[config.mk]
export PLATFORM = sky130hd
export DESIGN_NAME = uart_rx_deserializer
export DESIGN_NICKNAME = d
export VERILOG_FILES = /design/src/rtl/uart_rx_deserializer.sv
export SDC_FILE = /design/constraint.sdc
export NUM_CORES = 1
export LEC_CHECK = 0
export BUFFER_PORTS_ARGS = -buffer_cell sky130_fd_sc_hd__buf_2
export CORE_MARGIN = 1.5
export CORE_UTILIZATION = 47
export DETAILED_ROUTE_END_ITERATION = 16
export PLACE_DENSITY = 0.66
export SLEW_MARGIN = 40
export SYNTH_ARGS = -nofsm -noshare
export SYNTH_HDL_FRONTEND = slang
export SYNTH_SLANG_ARGS = --single-unit
[constraint.sdc]
create_clock -name clk -period 4.3 [get_ports clk]
set_clock_uncertainty 0.05 [all_clocks]
set_input_delay 0.215 -clock clk [delete_from_list [all_inputs] [get_ports clk]]
set_output_delay 0.215 -clock clk [all_outputs]
set_load 0.02 [all_outputs]
[src/rtl/uart_rx_deserializer.sv]
// UART receiver: start, WORD_LENGHT data bits LSB first, one stop bit.
// The line is resynchronised, sampled at mid-bit, and each word is held in a
// one-entry register drained by a valid/ack handshake.
module uart_rx_deserializer #(
  parameter int WORD_LENGHT = 8,
  parameter int FREQUENCY   = 10,
  parameter int BAUDRATE    = 1
) (
  input  logic                   clk,
  input  logic                   rst,
  input  logic                   Rx_in,
  output logic [WORD_LENGHT-1:0] Rx_data,
  output logic                   Rx_valid,
  input  logic                   Rx_ack,
  output logic                   Rx_frame_err,
  output logic                   Rx_overrun,
  output logic                   Rx_busy
);

  localparam int CLKS_PER_BIT = FREQUENCY / BAUDRATE;
  localparam int HALF         = CLKS_PER_BIT / 2;
  localparam int CW           = $clog2(CLKS_PER_BIT);
  localparam int IW           = (WORD_LENGHT > 1) ? $clog2(WORD_LENGHT) : 1;

  localparam logic [CW-1:0] HALF_M1  = CW'(HALF - 1);
  localparam logic [CW-1:0] BIT_M1   = CW'(CLKS_PER_BIT - 1);
  localparam logic [IW-1:0] IDX_LAST = IW'(WORD_LENGHT - 1);

  typedef enum logic [2:0] {
    IDLE  = 3'd0,
    START = 3'd1,
    DATA  = 3'd2,
    STOP  = 3'd3,
    BREAK = 3'd4
  } state_t;

  state_t                 state_q, state_d;
  logic [CW-1:0]          cnt_q, cnt_d;
  logic [IW-1:0]          idx_q, idx_d;
  logic [WORD_LENGHT-1:0] shreg_q, shreg_d;
  logic [WORD_LENGHT-1:0] data_q, data_d;
  logic                   valid_q, valid_d;
  logic                   ferr_q, ferr_d;
  logic                   ovr_q, ovr_d;
  logic                   rx_meta_q, rx_s_q;

  // Two-flop synchroniser; idles high so reset never looks like a start bit.
  always_ff @(posedge clk) begin
    if (rst) begin
      rx_meta_q <= 1'b1;
      rx_s_q    <= 1'b1;
    end else begin
      rx_meta_q <= Rx_in;
      rx_s_q    <= rx_meta_q;
    end
  end

  // Next-state: bit timing, shifting, commit into the holding register.
  always_comb begin
    state_d = state_q;
    cnt_d   = cnt_q;
    idx_d   = idx_q;
    shreg_d = shreg_q;
    data_d  = data_q;
    valid_d = valid_q;
    ferr_d  = 1'b0;
    ovr_d   = 1'b0;

    // A pop empties the register unless a commit below refills it.
    if (valid_q && Rx_ack) valid_d = 1'b0;

    unique case (state_q)
      IDLE: begin
        if (!rx_s_q) begin
          state_d = START;
          cnt_d   = '0;
        end
      end
      START: begin
        if (cnt_q == HALF_M1) begin
          cnt_d = '0;
          idx_d = '0;
          // Line back high at mid start bit: treat as a glitch.
          state_d = rx_s_q ? IDLE : DATA;
        end else begin
          cnt_d = cnt_q + 1'b1;
        end
      end
      DATA: begin
        if (cnt_q == BIT_M1) begin
          cnt_d          = '0;
          shreg_d[idx_q] = rx_s_q;
          if (idx_q == IDX_LAST) state_d = STOP;
          else                   idx_d   = idx_q + 1'b1;
        end else begin
          cnt_d = cnt_q + 1'b1;
        end
      end
      STOP: begin
        if (cnt_q == BIT_M1) begin
          cnt_d = '0;
          if (rx_s_q) begin
            state_d = IDLE;
            if (!valid_q || Rx_ack) begin
              data_d  = shreg_q;
              valid_d = 1'b1;
            end else begin
              // Consumer has not popped: keep the old word, drop the new one.
              ovr_d = 1'b1;
            end
          end else begin
            ferr_d  = 1'b1;
            state_d = BREAK;
          end
        end else begin
          cnt_d = cnt_q + 1'b1;
        end
      end
      BREAK: begin
        // Hold off new starts until the line returns to idle.
        if (rx_s_q) state_d = IDLE;
      end
      default: state_d = IDLE;
    endcase
  end

  // State and output registers.
  always_ff @(posedge clk) begin
    if (rst) begin
      state_q <= IDLE;
      cnt_q   <= '0;
      idx_q   <= '0;
      shreg_q <= '0;
      data_q  <= '0;
      valid_q <= 1'b0;
      ferr_q  <= 1'b0;
      ovr_q   <= 1'b0;
    end else begin
      state_q <= state_d;
      cnt_q   <= cnt_d;
      idx_q   <= idx_d;
      shreg_q <= shreg_d;
      data_q  <= data_d;
      valid_q <= valid_d;
      ferr_q  <= ferr_d;
      ovr_q   <= ovr_d;
    end
  end

  assign Rx_data      = data_q;
  assign Rx_valid     = valid_q;
  assign Rx_frame_err = ferr_q;
  assign Rx_overrun   = ovr_q;
  assign Rx_busy      = (state_q != IDLE);

endmodule

---- Word-level counts from Yosys, hierarchy flattened ----
Index checks and enable logic that the tools add are counted.
word-level totals
  bits in registers ....................... 31
  word-level logic and storage cells ...... 74
  input port bits ......................... 4
  output and inout port bits .............. 12
cells by class
  reduce and logical (&&, ||, !) cells .... 16
  add/subtract/negate cells ............... 2
  equality and inequality tests ........... 14
  multiplexer cells ....................... 27
  bitwise logic cells ..................... 3
  order comparisons ....................... 2
operators by type and width
  operator             number
  $mux 3               10
  $pmux 3 s5           1
  $ne 2x2->1 const B   7
  $mux 4               3
  $pmux 4 s3           1
  $bwmux 8             1
  $mux 1               8
  $reduce_and 4->1     2
  $eq 3x2->1 const B   2
  $eq 3x3->1 const B   2
  $pmux 3 s2           1
  $reduce_and 6->1     1
  $reduce_bool 3->1    2
  $add 4x1->4 const B  1
  $eq 4x3->1 const B   1
  $eq 4x4->1 const B   1
  $lt 3x4->1 const B   1
  $reduce_and 2->1     2
  $reduce_or 4->1      1
  $add 3x1->3 const B  1
  $demux 1 s3          1
  $eq 3x1->1 const B   1
  $ge 3x1->1 const B   1
  $logic_not 3->1      1
  8 further kinds      11

---- Depth between registers and ports, before layout ----
  depth after elaboration ................. 6
  mapped depth ............................ 8

---- Worst setup path after synthesis ----
Ideal clock, no wire load.
  path type ............................... flip-flop to flip-flop
  start point ............................. register cnt_q[0]
  end point ............................... register data_q[0], in the netlist Rx_data[0]
  arrival ................................. 1.653 ns
  setup slack ............................. 2.483 ns
  stages on the path, launching flop included .. 8
  clock period less this slack ............ 1.817 ns
  path through ............................ dfxtp_1 -> ha_1 -> nand4b_4 -> or4b_4 -> buf_6 -> buf_12 -> nand3b_2 -> o21ai_2
on the way
  cells in the longest elaborated chain, start to end .. 2
ends and longest elaborated chain
  what                               line  source
  from (decl)                        38    logic [CW-1:0] cnt_q, cnt_d;
  from (signal assigned)             140   cnt_q <= cnt_d;
  $eq 4x4->1                         100   if (cnt_q == BIT_M1) begin
  $reduce_and 4->1 (no source line)  --
  to (signal assigned)               143   data_q <= data_d;
  to (decl)                          41    logic [WORD_LENGHT-1:0] data_q, data_d;
Every way passes these cells.
A chain may end at the register's enable or synchronous reset.

---- Worst setup path in the final report ----
  start point ............................. register cnt_q[0]
  end point ............................... register data_q[7], in the netlist Rx_data[7]
The elaborated chain is that of the path after synthesis.

==> results.yml <==
clock_network:
  clock-sinks: 31
  cts.repair.resized: 0
  ctsHoldBuffers: 0
  cts_made_buffers: 5
  post_cts_buffers: 0
  insertion_delay_ns: 0.33
  htreeDepth: 2
  cts_tree: "done"
  cts_root_buf: "clkbuf_4"
  clkTransAtPathRegs_ns: 0.10
  clockBufferDepth: 2
yosys:
  syn_area_um2: 1500
  synthArstFlopShare_pct: 0
  synth_edf_count: 0
  synthDistinctLibCells: 35
  synth_flop_cell: "dfxtp_1"
  synth_seq_area_share_pct: 41.3
  synthTopCellsByCount: "31 x dfxtp_1, 18 x nor2_1, 17 x nand2b_1, 14 x mux2i_1, 8 x nor3_1"
  yosys_register_bits: 31
  synth_top_area_share_pct: 41.3
  yosysWarnings: 0
  synth_largest_area_cell: "dfxtp_1"
  synth_cells: 154
  syn_nets: 163
  synth_area_per_cell_um2: 9.75
  yosysMostFrequentCell: "dfxtp_1"
  synth_area_leaders: "dfxtp_1 41%, mux2i_1 9.3%, nand2b_1 7.1%"
routing:
  wl_um: 2590
  final_antenna_net_count: 0
  drt_iter0_markers: 34
  firstDrtPassIters: 4
  num_vias: 1101
  drc: 0
  wire_per_inst_um: 12.3
  vias_per_cell: 5.22
timing:
  fmax_ghz: 0.514
  fin_crit_sh_pct: 45.2
  tightest_slew_ns: 0.492
  slew_violations: 0
  fin_crit_ns: 1.95
  rsz0062_at_grt: "no"
  hold_viol_final: 0
  setup-violations-final: 0
  fin_setup_tns_ns: 0
  slew_headroom_pct: 67.2
cells_and_area:
  layout.cells.non_filler: 211
  drive_gt1_share_pct: 22.8
  finalNetCount: 175
  fillCellCount: 305
  area_growth_pct: 9.08
  diodes: 0
placed_design:
  io_buffers: 15
  hpwl_um: 1850
  place.gp.congestion: 0.777
  post-place-cells: 203
floorplanning:
  die_area_um2: 3540
  design.core.area_um2: 3050
  rows: 20
  initial_core_util_pct: 49.2
  die_w_um: 59.5
  die_y_um: 59.5
  io_pins: 16
critical_path:
  r2r_start: "cnt_q[0]"
  r2r_cells: 5
  cp-end-kind: "flip-flop"
  worstSetupPathType: "flip-flop to flip-flop"
  crit_arrival_ns: 2.11
  cp_max_fo: 13
  startpoint: "cnt_q[0]"
  required_ns: 4.46
  startpoint_type: "flip-flop"
grt:
  grt_pass1_wl_um: 4190
  antenna_found_initial: 0
  grt-ovfl-total: 0
  grt_max_degree: 34
  grt_pass1_vias: 960
  grtUsageTotal_pct: 16.0
power_and_ir_drop:
  p_leak_nw: 0.655
  ir_drop_uv: 189
  power.density_nw_per_um2: 310
run_status:
  outcome: "completed"
min_path:
  min_path_type: "input pin to flip-flop"
  worstHoldPathCells: 2
  holdCritStartpoint: "Rx_in"
run:
  cap_violations: 0
sequential cells by signal, indices dropped and copies added (netlist names):
name / cells
state_q: 3
rx_meta_q: 1
Rx_valid: 1
Rx_frame_err: 1
Rx_data: 8
Rx_overrun: 1
cnt_q: 4
idx_q: 3
shreg_q: 8
rx_s_q: 1
critical path: stages (launching register included):
cell	delay [ns]
dfxtp_1	0.44
ha_1	0.24
nand4b_4	0.15
or4b_4	0.70
mux2i_1	0.20
nor2_1	0.05
report_power, final:
| part | total (mW) | switching, mW | internal [mW] |
|---|---|---|---|
| Clock | 0.197 | 0.102 | 0.0955 |
| Combinational | 0.0178 | 0.00971 | 0.00810 |
| Sequential | 0.292 | 0.00325 | 0.289 |
| Total | 0.507 | 0.115 | 0.392 |
layout by cell type (no fill, tap or decap):
| master | n |
|---|---|
| o21ai_2 | 5 |
| clkbuf_4 | 5 |
| buf_2 | 15 |
| a31oi_1 | 1 |
| a21oi_1 | 5 |
| nor4_1 | 1 |
| clkbuf_8 | 2 |
| nor3_1 | 8 |
| o22ai_1 | 1 |
| a21o_1 | 1 |
| or3b_1 | 1 |
| nand4b_4 | 1 |
| nor2_1 | 18 |
| or4b_4 | 1 |
| a211oi_1 | 1 |
| inv_1 | 3 |
| and3b_1 | 2 |
| nand3_1 | 3 |
| nand4b_1 | 1 |
| or3_1 | 1 |
| nand2b_1 | 17 |
| ha_1 | 5 |
| nand2_1 | 5 |
| mux2i_1 | 14 |
| clkinvlp_4 | 1 |
| nand3b_2 | 5 |
| o32ai_4 | 1 |
| and3_1 | 1 |
| or4_1 | 3 |
| or2_2 | 2 |
| nand3b_1 | 2 |
| dfxtp_1 | 31 |
| xnor2_1 | 1 |
| a22oi_1 | 3 |
final cells by class:
cell class	instances	area, um^2	area share [%]
Tap cell	44	55.1	3.36
Sequential cell	31	621	37.9
Multi-Input combinational cell	110	803	49.0
Clock buffer	7	65.1	3.97
Timing Repair Buffer	15	75.1	4.58
Inverter	3	11.3	0.688
Clock inverter	1	7.51	0.458
cell families (layout without fill, tap and decap cells):
kind of cell	count (synthesis)	after routing	share of synthesized area, %
compound gates	18	18	9.75
xor+xnor	1	1	0.583
fa+ha+maj	5	5	4.17
buf+inv	13	26	5.17
flops	31	31	41.3
mux	14	14	9.33
simple gates	72	72	29.7
metrics by stage:
stage / hold slack [ns] / instance area (um^2) / setup slack [ns] / total power [mW] / utilization [%]
2_1_floorplan: 0.269 / 1500 / 2.48 / 0.312 / -
3_3_place_gp: 0.343 / 1570 / 2.43 / 0.316 / 51.3
3_5_place_dp: 0.345 / 1570 / 2.36 / 0.316 / 51.3
4_1_cts: 0.0110 / 1640 / 2.35 / 0.512 / 53.6
5_1_grt: 0.00380 / 1640 / 2.27 / 0.528 / 53.6
6_report: 0.0160 / 1640 / 2.35 / 0.507 / 53.6
worst paths after layout:
| path | to | slack, ns |
|---|---|---|
| min reg2reg | rx_s_q | 0.37 |
| max reg2reg | Rx_data[7] | 2.35 |
| min | rx_meta_q | 0.02 |
| max | Rx_data[7] | 2.35 |
routing by layer:
| layer | share of wire [%] | track usage [%] | vias up |
|---|---|---|---|
| met5 | 0 | 0 | - |
| met4 | 1.6 | 9.52 | 0 |
| met3 | 4.4 | 4.80 | 5 |
| met2 | 47 | 26.4 | 21 |
| met1 | 47 | 18.1 | 509 |
| li1 | - | - | 566 |
(Power assumes the default switching activity.)
